### src/rtl/time_keeper.sv
// rtl/time_keeper.sv - watch timekeeper: 1 Hz prescaler, sec/min/hr counters, two-button set UI (optional 12-hour view via TK_HOUR12_EN)
module time_keeper #(
  parameter int TICK_DIV = 50000000
) (
  input  logic       Clk,
  input  logic       RstN,
  input  logic       Button1Tk,
  input  logic       Button2Tk,
  output logic [5:0] SecTk,
  output logic [5:0] MinTk,
  output logic [4:0] HrTk,
  output logic [1:0] BlinkTk,
  output logic       SecPulse
`ifdef TK_HOUR12_EN
  ,
  output logic [3:0] HrDisp,
  output logic       PmBit
`endif
);

  localparam int             PW       = $clog2(TICK_DIV);
  localparam logic [PW-1:0]  PRE_LAST = PW'(TICK_DIV - 1);

  typedef enum logic [1:0] {
    MODE_RUN     = 2'd0,
    MODE_SET_MIN = 2'd1,
    MODE_SET_HR  = 2'd2
  } mode_e;

  mode_e         mode_q;
  logic          b1_prev_q, b2_prev_q;
  logic          b1_rise, b2_rise;
  logic          tick, enter_set;
  logic [PW-1:0] pre_q, pre_d;
  logic [5:0]    sec_q, sec_d;
  logic [5:0]    min_q, min_d;
  logic [4:0]    hr_q, hr_d;
  logic          pulse_q, pulse_d;

  assign b1_rise   = Button1Tk & ~b1_prev_q;
  assign b2_rise   = Button2Tk & ~b2_prev_q;
  assign tick      = (pre_q == PRE_LAST) && (mode_q == MODE_RUN);
  assign enter_set = b1_rise && (mode_q == MODE_RUN);

  // Remember last button levels so a held button yields a single rise event
  always_ff @(posedge Clk) begin
    if (!RstN) begin
      b1_prev_q <= 1'b0;
      b2_prev_q <= 1'b0;
    end else begin
      b1_prev_q <= Button1Tk;
      b2_prev_q <= Button2Tk;
    end
  end

  // Set-mode FSM: each mode-button rise steps run -> minutes -> hours -> run
  always_ff @(posedge Clk) begin
    if (!RstN) begin
      mode_q <= MODE_RUN;
    end else if (b1_rise) begin
      case (mode_q)
        MODE_RUN:     mode_q <= MODE_SET_MIN;
        MODE_SET_MIN: mode_q <= MODE_SET_HR;
        default:      mode_q <= MODE_RUN;
      endcase
    end
  end

  // Next-state for prescaler, time counters and second strobe
  always_comb begin
    pre_d   = pre_q;
    sec_d   = sec_q;
    min_d   = min_q;
    hr_d    = hr_q;
    pulse_d = 1'b0;

    // Prescaler sits at 0 throughout set mode so the first run second is a full one
    if ((mode_q != MODE_RUN) || enter_set || tick) begin
      pre_d = '0;
    end else begin
      pre_d = pre_q + PW'(1);
    end

    if (enter_set) begin
      // Mode change wins over a coincident tick: seconds restart from zero
      sec_d = 6'd0;
    end else if (tick) begin
      pulse_d = 1'b1;
      if (sec_q == 6'd59) begin
        sec_d = 6'd0;
        if (min_q == 6'd59) begin
          min_d = 6'd0;
          hr_d  = (hr_q == 5'd23) ? 5'd0 : hr_q + 5'd1;
        end else begin
          min_d = min_q + 6'd1;
        end
      end else begin
        sec_d = sec_q + 6'd1;
      end
    end else if (b2_rise && !b1_rise) begin
      // Increment only the selected field; no carry between fields while setting
      case (mode_q)
        MODE_SET_MIN: min_d = (min_q == 6'd59) ? 6'd0 : min_q + 6'd1;
        MODE_SET_HR:  hr_d  = (hr_q == 5'd23) ? 5'd0 : hr_q + 5'd1;
        default:      ;
      endcase
    end
  end

  // Time state registers
  always_ff @(posedge Clk) begin
    if (!RstN) begin
      pre_q   <= '0;
      sec_q   <= 6'd0;
      min_q   <= 6'd0;
      hr_q    <= 5'd0;
      pulse_q <= 1'b0;
    end else begin
      pre_q   <= pre_d;
      sec_q   <= sec_d;
      min_q   <= min_d;
      hr_q    <= hr_d;
      pulse_q <= pulse_d;
    end
  end

  assign SecTk    = sec_q;
  assign MinTk    = min_q;
  assign HrTk     = hr_q;
  assign BlinkTk  = mode_q;
  assign SecPulse = pulse_q;

`ifdef TK_HOUR12_EN
  logic [4:0] h12;

  // 12-hour view derived from the 24-hour count; midnight and noon show 12
  always_comb begin
    h12 = hr_q;
    if (hr_q >= 5'd12) begin
      h12 = hr_q - 5'd12;
    end
    if (h12 == 5'd0) begin
      h12 = 5'd12;
    end
    HrDisp = 4'(h12);
    PmBit  = (hr_q >= 5'd12);
  end
`endif

endmodule

### config.mk
export PLATFORM = sky130hd
export DESIGN_NAME = time_keeper
export DESIGN_NICKNAME = d
export VERILOG_FILES = /design/src/rtl/time_keeper.sv
export SDC_FILE = /design/constraint.sdc
export NUM_CORES = 1
export LEC_CHECK = 0
export BUFFER_PORTS_ARGS = -buffer_cell sky130_fd_sc_hd__buf_4
export CAP_MARGIN = 20
export CORE_MARGIN = 1.5
export CORE_UTILIZATION = 45
export DETAILED_ROUTE_END_ITERATION = 10
export PLACE_DENSITY_LB_ADDON = 0.12
export SETUP_SLACK_MARGIN = 0.3
export SKIP_CTS_REPAIR_TIMING = 1
export SLEW_MARGIN = 20
export SYNTH_ARGS = -nofsm -noshare
export SYNTH_HDL_FRONTEND = slang
export SYNTH_SLANG_ARGS = --single-unit
### constraint.sdc
create_clock -name Clk -period 5.05 [get_ports Clk]
set_clock_uncertainty 0.15 [all_clocks]
set_input_delay 0.2525 -clock Clk [delete_from_list [all_inputs] [get_ports Clk]]
set_output_delay 0.2525 -clock Clk [all_outputs]
set_load 0.01 [all_outputs]
# ---- After elaboration in Yosys (flattened, before gate mapping)
# Cells that the tools add are included.
dict set report word_totals {
  ff_bits 48
  input_bits 4
  out_inout_bits 20
}
dict set report op_classes {
  addsub 4
  reduce_logical 15
  n_mux 14
  eq_ne 8
  bitwise_logic 6
}
# operator n
set ops {}
lappend ops {{$mux W6} 6}
lappend ops {{$mux W5} 6}
lappend ops {{$add A26 B1 Y26 const B} 1}
lappend ops {{$eq A26 B26 Y1 const B} 1}
lappend ops {{$add A6 B1 Y6 const B} 2}
lappend ops {{$eq A6 B6 Y1 const B} 2}
lappend ops {{$reduce_bool A2 Y1} 4}
lappend ops {{$add A5 B1 Y5 const B} 1}
lappend ops {{$eq A5 B5 Y1 const B} 1}
lappend ops {{$reduce_and A5 Y1} 1}
lappend ops {{$ne A2 B1 Y1 const B} 2}
lappend ops {{$not A1 Y1} 4}
lappend ops {{$pmux W2 S2} 1}
lappend ops {{$reduce_and A4 Y1} 1}
lappend ops {{$reduce_or A2 Y1} 2}
lappend ops {{$logic_and A1 B1 Y1} 3}
lappend ops {{$and A1 B1 Y1} 2}
lappend ops {{$eq A2 B1 Y1 const B} 1}
lappend ops {{$eq A2 B2 Y1 const B} 1}
lappend ops {{$logic_not A2 Y1} 1}
lappend ops {{$logic_or A1 B1 Y1} 2}
lappend ops {{$logic_not A1 Y1} 1}
lappend ops {{$mux W1} 1}

# ---- Longest topological paths before layout
# Gate-level depths: netlist of the first run.
dict set report logic_depth {
  word_depth 6
  depth_mapped 8
}

# ---- Least setup slack after synthesis of the first run
# No wires, ideal clock.
dict set report synth_timing {
  path_kind {register -> register}
  start {register pre_q[0]}
  end {register min_q[0], in the netlist MinTk[0]}
  setup_slack_ns 2.796
  arrival_time_ns 2.031
  path_stages_with_launch 9
  path_buffers 2
  cell_sequence {dfxtp_1 -> ha_1 -> and3_1 -> buf_2 -> nand4_1 -> or4_1 -> clkbuf_1 -> a211o_1 -> a21oi_1}
}
dict set report synth_via {
  elab_chain_len 4
  elab_cells_between_ends 7
}
# item line
set synth_lines {}
lappend synth_lines {{from (decl)} 34} ;# logic [PW-1:0] pre_q, pre_d;
lappend synth_lines {{from (signal assigned)} 119} ;# pre_q <= pre_d;
lappend synth_lines {{$eq A26 B26 Y1 *} 42} ;# assign tick = (pre_q == PRE_LAST) && (mode_q == MODE_RUN);
lappend synth_lines {{$logic_and A1 B1 Y1 *} 42}
lappend synth_lines {{$ne A2 B1 Y1 (no line) / $reduce_bool A2 Y1 (equally long branches)} -}
lappend synth_lines {{$reduce_and A4 Y1 (no line)} -}
lappend synth_lines {{to (signal assigned)} 121} ;# min_q <= min_d;
lappend synth_lines {{to (decl)} 36} ;# logic [5:0] min_q, min_d;
# Mark *: on every way between the ends. The rest lies on a longest branch, timed or not.
# A chain may end at the register's enable or synchronous reset.

# ---- Worst setup path after layout of the first run
dict set report layout_timing {
  start {register pre_q[0]}
  end {register hr_q[2], in the netlist HrTk[2]}
}
dict set report layout_via {
  elab_chain_len 4
  elab_cells_between_ends 8
}
# item line
set layout_lines {}
lappend layout_lines {{$eq A26 B26 Y1 *} 42}
lappend layout_lines {{$logic_and A1 B1 Y1 *} 42}
lappend layout_lines {{$ne A2 B1 Y1 (no line) / $reduce_bool A2 Y1 (equally long branches)} -}
lappend layout_lines {{$reduce_and A5 Y1 (no line)} -}
lappend layout_lines {{to (signal assigned)} 122} ;# hr_q <= hr_d;
lappend layout_lines {{to (decl)} 37} ;# logic [4:0] hr_q, hr_d;
# Marks and branches as above.

==> impl_metrics.sql, run 1 <==
INSERT INTO impl_metrics (metric_group, metric, value, unit) VALUES
('flow_run', 'cap_viol_max_count', '0', ''),
('global_route', 'grt_pass1_wl', '7380', 'um'),
('place', 'place.gp.congestion', '0.799', ''),
('synth', 'synth.top_cells.by_count', 'sky130_fd_sc_hd__dfxtp_1 (48), sky130_fd_sc_hd__nor2_1 (34), sky130_fd_sc_hd__nand2_1 (23)', ''),
('global_route', 'global_route.overflow_total', '0', ''),
('synth', 'syn_inst', '268', ''),
('sta', 'grt_setup_unrepaired', 'no', ''),
('routing', 'drtPass1Iterations', '4', ''),
('synth', 'ys_async_sr_fraction', '0', ''),
('clocking', 'htree_num_levels', '2', ''),
('synth', 'yosysUniqueCellTypes', '46', ''),
('floorplanning', 'chipWidth', '74.5', 'um'),
('clocking', 'clk_path_buf_depth', '2', ''),
('sta', 'clock.fmax', '0.404', 'GHz'),
('pwr', 'power-per-cell-area', '247', 'nW/um^2'),
('synth', 'synthDominantCellAreaShare', '0.418', ''),
('routing', 'drt-initial-drc-count', '63', ''),
('worst_setup_path', 'worst-endpoint-arrival', '2.56', 'ns'),
('worst_setup_path', 'worst_path_max_delay_cell', 'sky130_fd_sc_hd__or4_1', ''),
('clocking', 'cts_tree', 'done', ''),
('worst_setup_path', 'cp.required', '5.14', 'ns'),
('worst_setup_path', 'cpPeakStageDelay', '0.70', 'ns'),
('routing', 'routed_wirelength', '4450', 'um'),
('worst_setup_path', 'critical_path.reg2reg.startpoint', 'pre_q[0]$_SDFF_PP0_', ''),
('synth', 'post_synth_main_area_contributors', 'sky130_fd_sc_hd__dfxtp_1 (42%), sky130_fd_sc_hd__xnor2_1 (6.5%), sky130_fd_sc_hd__nor2_1 (5.6%)', ''),
('run_status', 'run_status', 'finished, final reports clean', ''),
('synth', 'syn_nets', '276', ''),
('floorplanning', 'design.portCount', '24', ''),
('synth', 'post-synth-top-area-cell', 'sky130_fd_sc_hd__dfxtp_1', ''),
('sta', 'finalCriticalPeriod', '2.47', 'ns'),
('finish', 'flow.area_growth_from_synthesis', '13.8', '%'),
('worst_setup_path', 'critPathMaxFanout', '7', ''),
('worst_setup_path', 'worstSetupStartpoint', 'pre_q[0]$_SDFF_PP0_', ''),
('finish', 'drive_above_1_share', '0.135', ''),
('routing', 'detail-route-antenna-nets', '0', ''),
('worst_setup_path', 'reg2reg_to', 'HrTk[2]$_SDFFE_PN0P_', ''),
('worst_hold_path', 'min_path_type', 'input pin to flop', ''),
('pwr', 'p_leak', '0.891', 'nW'),
('sta', 'final-hold-violation-count', '0', ''),
('routing', 'remaining_drc_errors', '0', ''),
('synth', 'most_frequent_cell_after_synthesis', 'sky130_fd_sc_hd__dfxtp_1', ''),
('floorplanning', 'initial_utilization', '0.477', ''),
('sta', 'actual_transition_at_the_worst_max_transition_pin', '0.427', 'ns'),
('sta', 'setup_viol', '0', ''),
('synth', 'synth_area', '2300', 'sq um'),
('synth', 'synth_seq_area_share', '0.418', ''),
('clocking', 'cts_buffers', '5', ''),
('synth', 'synth_flop_cell', 'sky130_fd_sc_hd__dfxtp_1', ''),
('place', 'detailedPlacementHpwl', '3130', 'um'),
('global_route', 'global_route.usage.total', '0.174', ''),
('sta', 'setup_tns', '0', 'ns'),
('worst_setup_path', 'r2r_cells', '6', ''),
('sta', 'fin_crit_sh', '0.490', ''),
('routing', 'wl_per_cell', '12.5', 'um'),
('floorplanning', 'chipHeight', '74.5', 'um'),
('synth', 'yosys_warnings', '0', ''),
('global_route', 'antenna_found_initial', '0', ''),
('clocking', 'cts.clk_slew.worst_paths', '0.09', 'ns'),
('worst_setup_path', 'crit_path_class', 'flop to flop', ''),
('worst_setup_path', 'timing.critical_path.from_type', 'flop', ''),
('worst_setup_path', 'path_cells', 'ha_1 -> and3_1 -> nand4_1 -> or4_1 -> a21boi_0 -> mux2i_1', ''),
('routing', 'route.detailed.vias_per_inst', '5.34', ''),
('global_route', 'largest_net_degree_at_the_start_of_global_routing', '27', ''),
('pwr', 'power.ir.vdd_worst', '0.000136', 'V'),
('finish', 'num-nets-final', '297', ''),
('sta', 'worst_slew_margin_rel', '0.713', ''),
('sta', 'fin_max_slew_vios', '0', ''),
('floorplanning', 'placementRows', '25', ''),
('clocking', 'cts.sinks', '48', ''),
('finish', 'antenna_cells_inserted', '0', ''),
('floorplanning', 'placeableCoreArea', '4820', 'sq um');
[placed cells by master, fill, tap and decap left out, types with 2 or more instances in the layout]
| cell | synthesis | routed |
|---|---|---|
| sky130_fd_sc_hd__xor2_1 | 6 | 6 |
| sky130_fd_sc_hd__a21boi_0 | 2 | 2 |
| sky130_fd_sc_hd__a21oi_1 | 12 | 12 |
| sky130_fd_sc_hd__ha_1 | 4 | 4 |
| sky130_fd_sc_hd__and2_1 | 5 | 5 |
| sky130_fd_sc_hd__a41oi_1 | 2 | 2 |
| sky130_fd_sc_hd__nor4_1 | 5 | 5 |
| sky130_fd_sc_hd__nand2b_1 | 4 | 4 |
| sky130_fd_sc_hd__nand2_1 | 23 | 23 |
| sky130_fd_sc_hd__nor3_1 | 9 | 9 |
| sky130_fd_sc_hd__or4_1 | 3 | 3 |
| sky130_fd_sc_hd__mux2i_1 | 4 | 4 |
| sky130_fd_sc_hd__nor2_1 | 34 | 34 |
| sky130_fd_sc_hd__buf_4 | 0 | 25 |
| sky130_fd_sc_hd__inv_1 | 5 | 5 |
| sky130_fd_sc_hd__and3_1 | 4 | 4 |
| sky130_fd_sc_hd__a311oi_1 | 4 | 4 |
| sky130_fd_sc_hd__nor2b_1 | 2 | 2 |
| sky130_fd_sc_hd__and4_1 | 5 | 5 |
| sky130_fd_sc_hd__xnor2_1 | 17 | 17 |
| sky130_fd_sc_hd__or4b_2 | 2 | 2 |
| sky130_fd_sc_hd__a211o_1 | 2 | 2 |
| sky130_fd_sc_hd__nand3_1 | 20 | 20 |
| sky130_fd_sc_hd__nand3b_1 | 4 | 4 |
| sky130_fd_sc_hd__nand4_1 | 7 | 7 |
| sky130_fd_sc_hd__clkbuf_8 | 0 | 6 |
| sky130_fd_sc_hd__and4b_1 | 3 | 3 |
| sky130_fd_sc_hd__dfxtp_1 | 48 | 48 |
| sky130_fd_sc_hd__o21ai_0 | 4 | 4 |
[layer usage]
metal	vias to the layer above	share of wire	GRT usage	wire length, um
met2	26	0.43	0.264	1900
met5	-	0	0	0
met3	4	0.037	0.0447	164
met4	0	0.014	0.0747	64
li1	1000	-	-	-
met1	872	0.52	0.234	2320
[layout make-up]
class                           count  area [sq um]
Fill cell                         469          2200
Multi-Input combinational cell    203          1270
Sequential cell                    48           961
Timing Repair Buffer               25           188
Tap cell                           67          83.8
Clock buffer                        6          82.6
Inverter                            6          22.5
Clock inverter                      1          8.76
[state kept, by name, summed over array words and instances (netlist names)]
| register | cells |
|---|---|
| MinTk | 6 |
| SecTk | 6 |
| b1_prev_q | 1 |
| BlinkTk | 2 |
| pre_q | 26 |
| b2_prev_q | 1 |
| HrTk | 5 |
| SecPulse | 1 |
[cell families (layout without fill, tap and decap cells)]
group / after synthesis / in the layout / synth area share
AND/OR/NAND/NOR: 135 / 135 / 0.315
XOR/XNOR: 23 / 23 / 0.0876
adder cells (fa/ha/maj): 4 / 4 / 0.0218
multiplexers: 4 / 4 / 0.0174
AO/OA/AOI/OAI: 37 / 37 / 0.110
buffers and inverters: 17 / 38 / 0.0299
flip-flops: 48 / 48 / 0.418
[metrics by stage]
stage	instances	utilization	worst slack, ns	hold WS [ns]	power [mW]
CTS	356	0.543	2.56	0.00107	0.657
finish	356	0.543	2.58	0.00893	0.646
detailed placement	349	0.524	2.58	0.300	0.421
floorplan	268	-	2.80	0.224	0.410
global route	356	0.543	2.42	0.00215	0.675
global placement	349	0.524	2.66	0.293	0.421
[critical path: cells and delay by family, from the launching register on]
| family | cells | cell delay (ns) |
|---|---|---|
| multiplexers | 1 | 0.19 |
| AO/OA/AOI/OAI | 1 | 0.27 |
| adder cells (fa/ha/maj) | 1 | 0.19 |
| flip-flops | 1 | 0.38 |
| AND/OR/NAND/NOR | 3 | 1.22 |
[worst min-delay path by stage]
stage                         from              endpoint  slack (ns)  depth (start not counted)
3_3_place_gp   pre_q[0]$_SDFF_PP0_   pre_q[0]$_SDFF_PP0_        0.29                          1
3_5_place_dp   pre_q[0]$_SDFF_PP0_   pre_q[0]$_SDFF_PP0_        0.30                          1
5_1_grt                  Button2Tk  b2_prev_q$_SDFF_PN0_       0.002                          2
2_1_floorplan            Button1Tk  b1_prev_q$_SDFF_PN0_        0.22                          1
4_1_cts                  Button2Tk  b2_prev_q$_SDFF_PN0_       0.001                          2
6_report                 Button2Tk  b2_prev_q$_SDFF_PN0_       0.009                          2
[power by group]
part	leakage, nW	switching, mW	internal [mW]
Clock	0.0473	0.126	0.109
Sequential	0.388	0.00342	0.382
Combinational	0.456	0.0172	0.00903
Total	0.891	0.146	0.500
No activity file was read; power rests on OpenSTA's default activity.
==> inputs of run 2 (changes only) <==
--- a/config.mk
+++ b/config.mk
@@ -5,6 +5,7 @@
 export SDC_FILE = /design/constraint.sdc
 export NUM_CORES = 1
 export LEC_CHECK = 0
+export ABC_AREA = 1
 export BUFFER_PORTS_ARGS = -buffer_cell sky130_fd_sc_hd__buf_4
 export CAP_MARGIN = 20
 export CORE_MARGIN = 1.5
==> constraint.sdc (replaced) <==
create_clock -name Clk -period 2.2 [get_ports Clk]
set_clock_uncertainty 0.15 [all_clocks]
set_input_delay 0.11 -clock Clk [delete_from_list [all_inputs] [get_ports Clk]]
set_output_delay 0.11 -clock Clk [all_outputs]
set_load 0.01 [all_outputs]
==> impl_metrics.sql, run 2 <==
INSERT INTO impl_metrics (metric_group, metric, value, unit) VALUES
('sta', 'fin_max_slew_vios', '0', ''),
('routing', 'detail-route-antenna-nets', '0', ''),
('floorplanning', 'chipWidth', '78.6', 'um'),
('synth', 'synth_seq_area_share', '0.373', ''),
('floorplanning', 'chipHeight', '78.6', 'um'),
('place', 'detailedPlacementHpwl', '3930', 'um'),
('worst_setup_path', 'r2r_cells', '11', ''),
('synth', 'synth_top_family_by_area', 'simple AND/OR/NAND/NOR gates', ''),
('synth', 'yosysUniqueCellTypes', '37', ''),
('worst_setup_path', 'critical_path.reg2reg.startpoint', 'pre_q[0]$_SDFF_PP0_', ''),
('clocking', 'clk_path_buf_depth', '2', ''),
('finish', 'filler_cell_count', '496', ''),
('synth', 'synth_area', '2570', 'sq um'),
('clocking', 'cts-root-buf', 'sky130_fd_sc_hd__clkbuf_8', ''),
('synth', 'synth_edf_count', '0', ''),
('sta', 'setup_viol', '0', ''),
('synth', 'synthDominantCellAreaShare', '0.373', ''),
('routing', 'wl_per_cell', '11.3', 'um'),
('synth', 'ys_async_sr_fraction', '0', ''),
('worst_setup_path', 'timing.critical_path.from_type', 'flop', ''),
('worst_setup_path', 'setup.reg_to_reg.worst_slack', '0.26', 'ns'),
('pwr', 'comb_power_share', '0.092', ''),
('clocking', 'worstSkewPairLatency', '0.30', 'ns'),
('routing', 'drt-initial-drc-count', '79', ''),
('sta', 'grt_setup_unrepaired', 'yes', ''),
('worst_hold_path', 'worstHoldEndpoint', 'SecPulse$_SDFF_PP0_', ''),
('synth', 'syn_nets', '363', ''),
('finish', 'num-nets-final', '409', ''),
('place', 'port-buffer-count', '23', ''),
('floorplanning', 'placeableCoreArea', '5510', 'sq um'),
('floorplanning', 'dieArea', '6190', 'sq um'),
('worst_setup_path', 'crit_path_end_kind', 'flop', ''),
('worst_hold_path', 'hold_path.startpoint', 'Button1Tk', ''),
('pwr', 'power-per-cell-area', '492', 'nW/um^2'),
('routing', 'drtPass1Iterations', '4', ''),
('floorplanning', 'initial_utilization', '0.468', ''),
('finish', 'antenna_cells_inserted', '0', ''),
('routing', 'num_vias', '2276', ''),
('sta', 'actual_transition_at_the_worst_max_transition_pin', '0.443', 'ns'),
('floorplanning', 'placementRows', '27', ''),
('clocking', 'htree_num_levels', '2', ''),
('pwr', 'power.ir.vdd_worst', '0.000266', 'V'),
('global_route', 'global_route.usage.total', '0.180', ''),
('finish', 'most-common-layout-cells', 'sky130_fd_sc_hd__nand2_1 (65), sky130_fd_sc_hd__nor2_1 (63), sky130_fd_sc_hd__dfxtp_1 (43), sky130_fd_sc_hd__inv_1 (34), sky130_fd_sc_hd__buf_4 (34)', ''),
('worst_setup_path', 'path_cells', 'ha_4 -> nand2_4 -> nor2_8 -> nand2_4 -> nor2_4 -> nand3_4 -> buf_4 -> buf_6 -> buf_4 -> nor2_1 -> o21a_1', ''),
('synth', 'synth.top_cells.by_count', 'sky130_fd_sc_hd__nand2_1 (71), sky130_fd_sc_hd__nor2_1 (68), sky130_fd_sc_hd__dfxtp_1 (48)', ''),
('synth', 'synth_compound_gate_area_share', '0.0714', ''),
('sta', 'clock.fmax', '0.515', 'GHz'),
('synth', 'post-synth-top-area-cell', 'sky130_fd_sc_hd__dfxtp_1', ''),
('worst_setup_path', 'worstSetupStartpoint', 'pre_q[0]$_SDFF_PP0_', ''),
('global_route', 'global_route.overflow_total', '0', ''),
('finish', 'largest_register_ff_count', '26', ''),
('clocking', 'cts_tree', 'done', ''),
('pwr', 'power.net_switching', '387', 'uW'),
('worst_setup_path', 'reg2reg_to', 'SecTk[5]$_SDFFE_PP0P_', ''),
('synth', 'most_frequent_cell_after_synthesis', 'sky130_fd_sc_hd__nand2_1', ''),
('worst_setup_path', 'critPathMaxFanout', '6', ''),
('clocking', 'cts.clk_slew.worst_paths', '0.08', 'ns'),
('finish', 'multi_input_comb_area', '1550', 'sq um'),
('finish', 'final-seq-area', '972', 'sq um'),
('synth', 'synth_flop_cell', 'sky130_fd_sc_hd__dfxtp_1', ''),
('finish', 'drive_above_1_share', '0.269', ''),
('synth', 'synth.area.mux_share', '0', ''),
('synth', 'postSynthAreaPerCell', '7.25', 'sq um'),
('synth', 'synth-xor-area-share', '0.0442', ''),
('pwr', 'p_leak', '1.26', 'nW'),
('synth', 'syn_inst', '355', ''),
('worst_hold_path', 'min_path_type', 'input pin to flop', ''),
('place', 'place.gp.congestion', '0.822', ''),
('worst_setup_path', 'cpPeakStageDelay', '0.38', 'ns'),
('routing', 'routed_wirelength', '5360', 'um'),
('worst_setup_path', 'worst_path_max_delay_cell', 'sky130_fd_sc_hd__dfxtp_4', ''),
('clocking', 'cts.sinks', '48', ''),
('global_route', 'largest_net_degree_at_the_start_of_global_routing', '14', ''),
('flow_run', 'cap_viol_max_count', '0', ''),
('worst_setup_path', 'crit_path_class', 'flop to flop', ''),
('sta', 'setup_tns', '0', 'ns'),
('finish', 'final_common_cell', 'sky130_fd_sc_hd__nand2_1', ''),
('pwr', 'switching_share', '0.244', ''),
('clocking', 'cts_buffers', '5', ''),
('routing', 'remaining_drc_errors', '0', ''),
('synth', 'ys_seq_elements', '48', ''),
('pwr', 'p_int', '1.20', 'mW'),
('finish', 'post-route-util', '0.585', ''),
('sta', 'fin_crit_sh', '0.882', ''),
('global_route', 'grt_pass1_wl', '8790', 'um'),
('global_route', 'vias_in_the_first_global_route', '1925', ''),
('worst_setup_path', 'cp.required', '2.30', 'ns'),
('routing', 'detailroute.wirelength.met2', '2280', 'um'),
('pwr', 'power.sequential.fraction', '0.565', ''),
('worst_setup_path', 'path_delay_family', 'simple AND/OR/NAND/NOR gates', ''),
('synth', 'post_synth_main_area_contributors', 'sky130_fd_sc_hd__dfxtp_1 (37%), sky130_fd_sc_hd__nand2_1 (10%), sky130_fd_sc_hd__nor2_1 (9.9%)', ''),
('routing', 'route.detailed.vias_per_inst', '4.80', ''),
('synth', 'post_synth_and_or_nand_nor_area_fraction', '0.423', ''),
('pwr', 'power.total', '1.58', 'mW'),
('worst_setup_path', 'worstPathBufferInverterCount', '3', ''),
('finish', 'largest-register', 'pre_q', ''),
('global_route', 'antenna_found_initial', '0', ''),
('routing', 'top_layer', 'met4', ''),
('routing', 'met3_wire_len', '189', 'um'),
('sta', 'final-hold-violation-count', '0', ''),
('synth', 'synthAdderAreaFrac', '0.0194', ''),
('floorplanning', 'design.portCount', '24', ''),
('sta', 'worst_slew_margin_rel', '0.702', ''),
('worst_hold_path', 'worstHoldPathCells', '4', ''),
('run_status', 'run_status', 'finished, final reports clean', ''),
('worst_setup_path', 'worst-endpoint-arrival', '2.04', 'ns'),
('routing', 'drt-met1-wl', '2840', 'um'),
('pwr', 'share_clk_of_total_power', '0.344', ''),
('finish', 'flow.area_growth_from_synthesis', '25.1', '%'),
('synth', 'yosys_warnings', '0', ''),
('sta', 'finalCriticalPeriod', '1.94', 'ns');
-- run 2: cell families after synthesis --
kind of cell,Yosys count
and+or+nand+nor,214
DFF,48
buffers and inverters,46
AOI/OAI and AO/OA,30
xor gates and xnor gates,13
adders and majority gates,4
-- run 2: worst max path at each step --
stage | to | slack [ns] | cells after the start
after detailed placement | HrTk[0]$_SDFFE_PN0P_ | 0.23 | 12
after global routing | HrTk[3]$_SDFFE_PN0P_ | 0.15 | 12
after floorplan | HrTk[2]$_SDFFE_PN0P_ | 0.38 | 12
final | SecTk[5]$_SDFFE_PP0P_ | 0.26 | 11
after CTS | HrTk[3]$_SDFFE_PN0P_ | 0.22 | 12
after global placement | HrTk[2]$_SDFFE_PN0P_ | 0.28 | 12
-- run 2: layout make-up --
type / instances / area share
multi-input cells: 261 / 0.480
clock buffers: 8 / 0.0280
flip-flops and latches: 48 / 0.302
inverters: 43 / 0.0540
repair buffers: 42 / 0.108
well taps: 72 / 0.0280
-- run 2: power groups by stage --
stage	Sequential, mW	Combinational (mW)	Clock (mW)
finish	0.894	0.145	0.545
CTS	0.893	0.118	0.562
global route	0.896	0.162	0.606
global placement	0.913	0.117	0
detailed placement	0.913	0.118	0
floorplan	0.915	0.0763	0
-- run 2: routing by layer --
layer,track usage,vias up
li1,-,1233
met1,0.262,1011
met2,0.259,27
met3,0.0419,5
met4,0.0536,0
met5,0,-
-- run 2: through the flow --
stage	hold slack (ns)	instance area (sq um)	worst slack (ns)	cells
2_1_floorplan	0.0535	2570	0.384	355
3_3_place_gp	0.149	2860	0.276	450
3_5_place_dp	0.155	2860	0.229	450
4_1_cts	-0.162	2950	0.215	458
5_1_grt	0.140	3220	0.146	474
6_report	0.0904	3220	0.260	474
-- run 2: worst min-delay path, delay by kind of cell --
family | cells | cell delay, ns
buffers and inverters | 2 | 0.11
AND/OR/NAND/NOR | 2 | 0.27
==> inputs of run 3 (changes only) <==
--- a/config.mk
+++ b/config.mk
@@ -11,7 +11,8 @@
 export CORE_MARGIN = 1.5
 export CORE_UTILIZATION = 45
 export DETAILED_ROUTE_END_ITERATION = 10
-export PLACE_DENSITY_LB_ADDON = 0.12
+export PLACE_DENSITY = 0.67
+export RECOVER_POWER = 25
 export SETUP_SLACK_MARGIN = 0.3
 export SKIP_CTS_REPAIR_TIMING = 1
 export SLEW_MARGIN = 20
==> impl_metrics.sql, run 3 (synthesized netlist as in run 2, its figures left out) <==
INSERT INTO impl_metrics (metric_group, metric, value, unit) VALUES
('sta', 'worst_slew_margin_rel', '0.718', ''),
('place', 'port-buffer-count', '23', ''),
('routing', 'route.detailed.vias_per_inst', '5.00', ''),
('worst_setup_path', 'r2r_cells', '12', ''),
('worst_setup_path', 'worst_path_max_delay_cell', 'sky130_fd_sc_hd__dfxtp_2', ''),
('floorplanning', 'dieArea', '6190', 'sq um'),
('routing', 'met3_wire_len', '230', 'um'),
('clocking', 'clk_path_buf_depth', '2', ''),
('finish', 'largest-register', 'pre_q', ''),
('floorplanning', 'design.portCount', '24', ''),
('finish', 'num-nets-final', '408', ''),
('routing', 'drtPass1Iterations', '5', ''),
('global_route', 'global_route.usage.total', '0.176', ''),
('flow_run', 'cap_viol_max_count', '0', ''),
('finish', 'largest_register_ff_count', '26', ''),
('sta', 'fin_max_slew_vios', '0', ''),
('worst_setup_path', 'worstSetupStartpoint', 'pre_q[1]$_SDFF_PP0_', ''),
('clocking', 'cts.sinks', '48', ''),
('place', 'detailedPlacementHpwl', '3790', 'um'),
('routing', 'drt-initial-drc-count', '104', ''),
('worst_setup_path', 'cp.required', '2.25', 'ns'),
('clocking', 'cts_tree', 'done', ''),
('sta', 'final-hold-violation-count', '0', ''),
('sta', 'setup_viol', '0', ''),
('floorplanning', 'chipWidth', '78.6', 'um'),
('sta', 'actual_transition_at_the_worst_max_transition_pin', '0.419', 'ns'),
('sta', 'setup_tns', '0', 'ns'),
('routing', 'num_vias', '2359', ''),
('finish', 'antenna_cells_inserted', '0', ''),
('finish', 'drive_above_1_share', '0.205', ''),
('finish', 'flow.area_growth_from_synthesis', '20.9', '%'),
('sta', 'clock.fmax', '0.531', 'GHz'),
('clocking', 'worstSkewPairLatency', '0.30', 'ns'),
('floorplanning', 'initial_utilization', '0.468', ''),
('floorplanning', 'placeableCoreArea', '5510', 'sq um'),
('pwr', 'power.ir.vdd_worst', '0.000313', 'V'),
('sta', 'grt_setup_unrepaired', 'yes', ''),
('routing', 'remaining_drc_errors', '0', ''),
('worst_setup_path', 'crit_path_end_kind', 'flop', ''),
('global_route', 'grt_pass1_wl', '8670', 'um'),
('clocking', 'cts_buffers', '5', ''),
('routing', 'routed_wirelength', '5310', 'um'),
('clocking', 'htree_num_levels', '2', ''),
('clocking', 'cts.clk_slew.worst_paths', '0.08', 'ns'),
('global_route', 'vias_in_the_first_global_route', '1953', ''),
('place', 'place.gp.congestion', '0.794', ''),
('worst_setup_path', 'critPathMaxFanout', '5', ''),
('finish', 'most-common-layout-cells', 'sky130_fd_sc_hd__nand2_1 (67), sky130_fd_sc_hd__nor2_1 (63), sky130_fd_sc_hd__dfxtp_1 (44), sky130_fd_sc_hd__inv_1 (35), sky130_fd_sc_hd__buf_4 (19)', ''),
('worst_setup_path', 'timing.critical_path.from_type', 'flop', ''),
('routing', 'wl_per_cell', '11.3', 'um'),
('clocking', 'cts-root-buf', 'sky130_fd_sc_hd__clkbuf_8', ''),
('pwr', 'p_leak', '1.23', 'nW'),
('routing', 'drt-met1-wl', '2560', 'um'),
('run_status', 'run_status', 'finished, final reports clean', ''),
('floorplanning', 'placementRows', '27', ''),
('global_route', 'global_route.overflow_total', '0', ''),
('worst_setup_path', 'crit_path_class', 'flop to flop', ''),
('sta', 'fin_crit_sh', '0.856', ''),
('worst_setup_path', 'worst-endpoint-arrival', '1.93', 'ns'),
('global_route', 'largest_net_degree_at_the_start_of_global_routing', '27', ''),
('pwr', 'power-per-cell-area', '510', 'nW/um^2'),
('routing', 'detailroute.wirelength.met2', '2430', 'um'),
('routing', 'detail-route-antenna-nets', '0', ''),
('worst_setup_path', 'critical_path.reg2reg.startpoint', 'pre_q[1]$_SDFF_PP0_', ''),
('worst_hold_path', 'worstHoldPathCells', '4', ''),
('sta', 'fin_hold_ws', '0.0379', 'ns'),
('worst_hold_path', 'min_path_type', 'input pin to flop', ''),
('worst_hold_path', 'hold_path.startpoint', 'Button1Tk', ''),
('finish', 'final_common_cell', 'sky130_fd_sc_hd__nand2_1', ''),
('floorplanning', 'chipHeight', '78.6', 'um'),
('global_route', 'antenna_found_initial', '0', ''),
('routing', 'top_layer', 'met4', ''),
('sta', 'finalCriticalPeriod', '1.88', 'ns'),
('worst_setup_path', 'path_cells', 'ha_4 -> nand2_4 -> nor2_8 -> buf_4 -> inv_2 -> nor2_4 -> nand2_2 -> nor2_4 -> nand2_4 -> nor3_4 -> nand2_1 -> nor3b_2', ''),
('worst_setup_path', 'cpPeakStageDelay', '0.36', 'ns');
run 3: per-layer routing:
layer / GRT usage / up-vias
li1: - / 1233
met1: 0.244 / 1074
met2: 0.266 / 44
met3: 0.0372 / 8
met4: 0.0661 / 0
met5: 0 / -
run 3: stage by stage:
step	power [mW]	instances	setup slack, ns	util	instance area [sq um]
4_1_cts	1.59	456	0.206	0.535	2950
5_1_grt	1.66	472	0.145	0.565	3110
2_1_floorplan	0.991	355	0.384	-	2570
3_5_place_dp	1.03	449	0.223	0.518	2850
6_report	1.59	472	0.317	0.565	3110
3_3_place_gp	1.03	449	0.285	0.518	2850
run 3: layout make-up:
cell class | count | area, sq um
fillers | 536 | 2390
multi-input cells | 261 | 1520
flip-flops and latches | 48 | 968
repair buffers | 41 | 273
inverters | 43 | 164
clock buffers | 7 | 96.3
well taps | 72 | 90.1
run 3: worst paths after layout:
kind | end | slack (ns)
hold / removal | SecPulse$_SDFF_PP0_ | 0.04
hold reg to reg | pre_q[0]$_SDFF_PP0_ | 0.29
setup / recovery | pre_q[22]$_SDFF_PP0_ | 0.32
setup reg to reg | pre_q[22]$_SDFF_PP0_ | 0.32
run 3: critical path: cells and delay by family (launching register included):
| family | cells | cell delay, ns |
|---|---|---|
| adders and majority gates | 1 | 0.15 |
| buffers and inverters | 2 | 0.16 |
| DFF | 1 | 0.36 |
| and+or+nand+nor | 9 | 0.97 |
run 3: power breakdown:
group	switching [mW]	total (mW)	internal [mW]
Sequential	0.0130	0.893	0.880
Combinational	0.0804	0.135	0.0545
Clock	0.280	0.560	0.280
Total	0.374	1.59	1.21
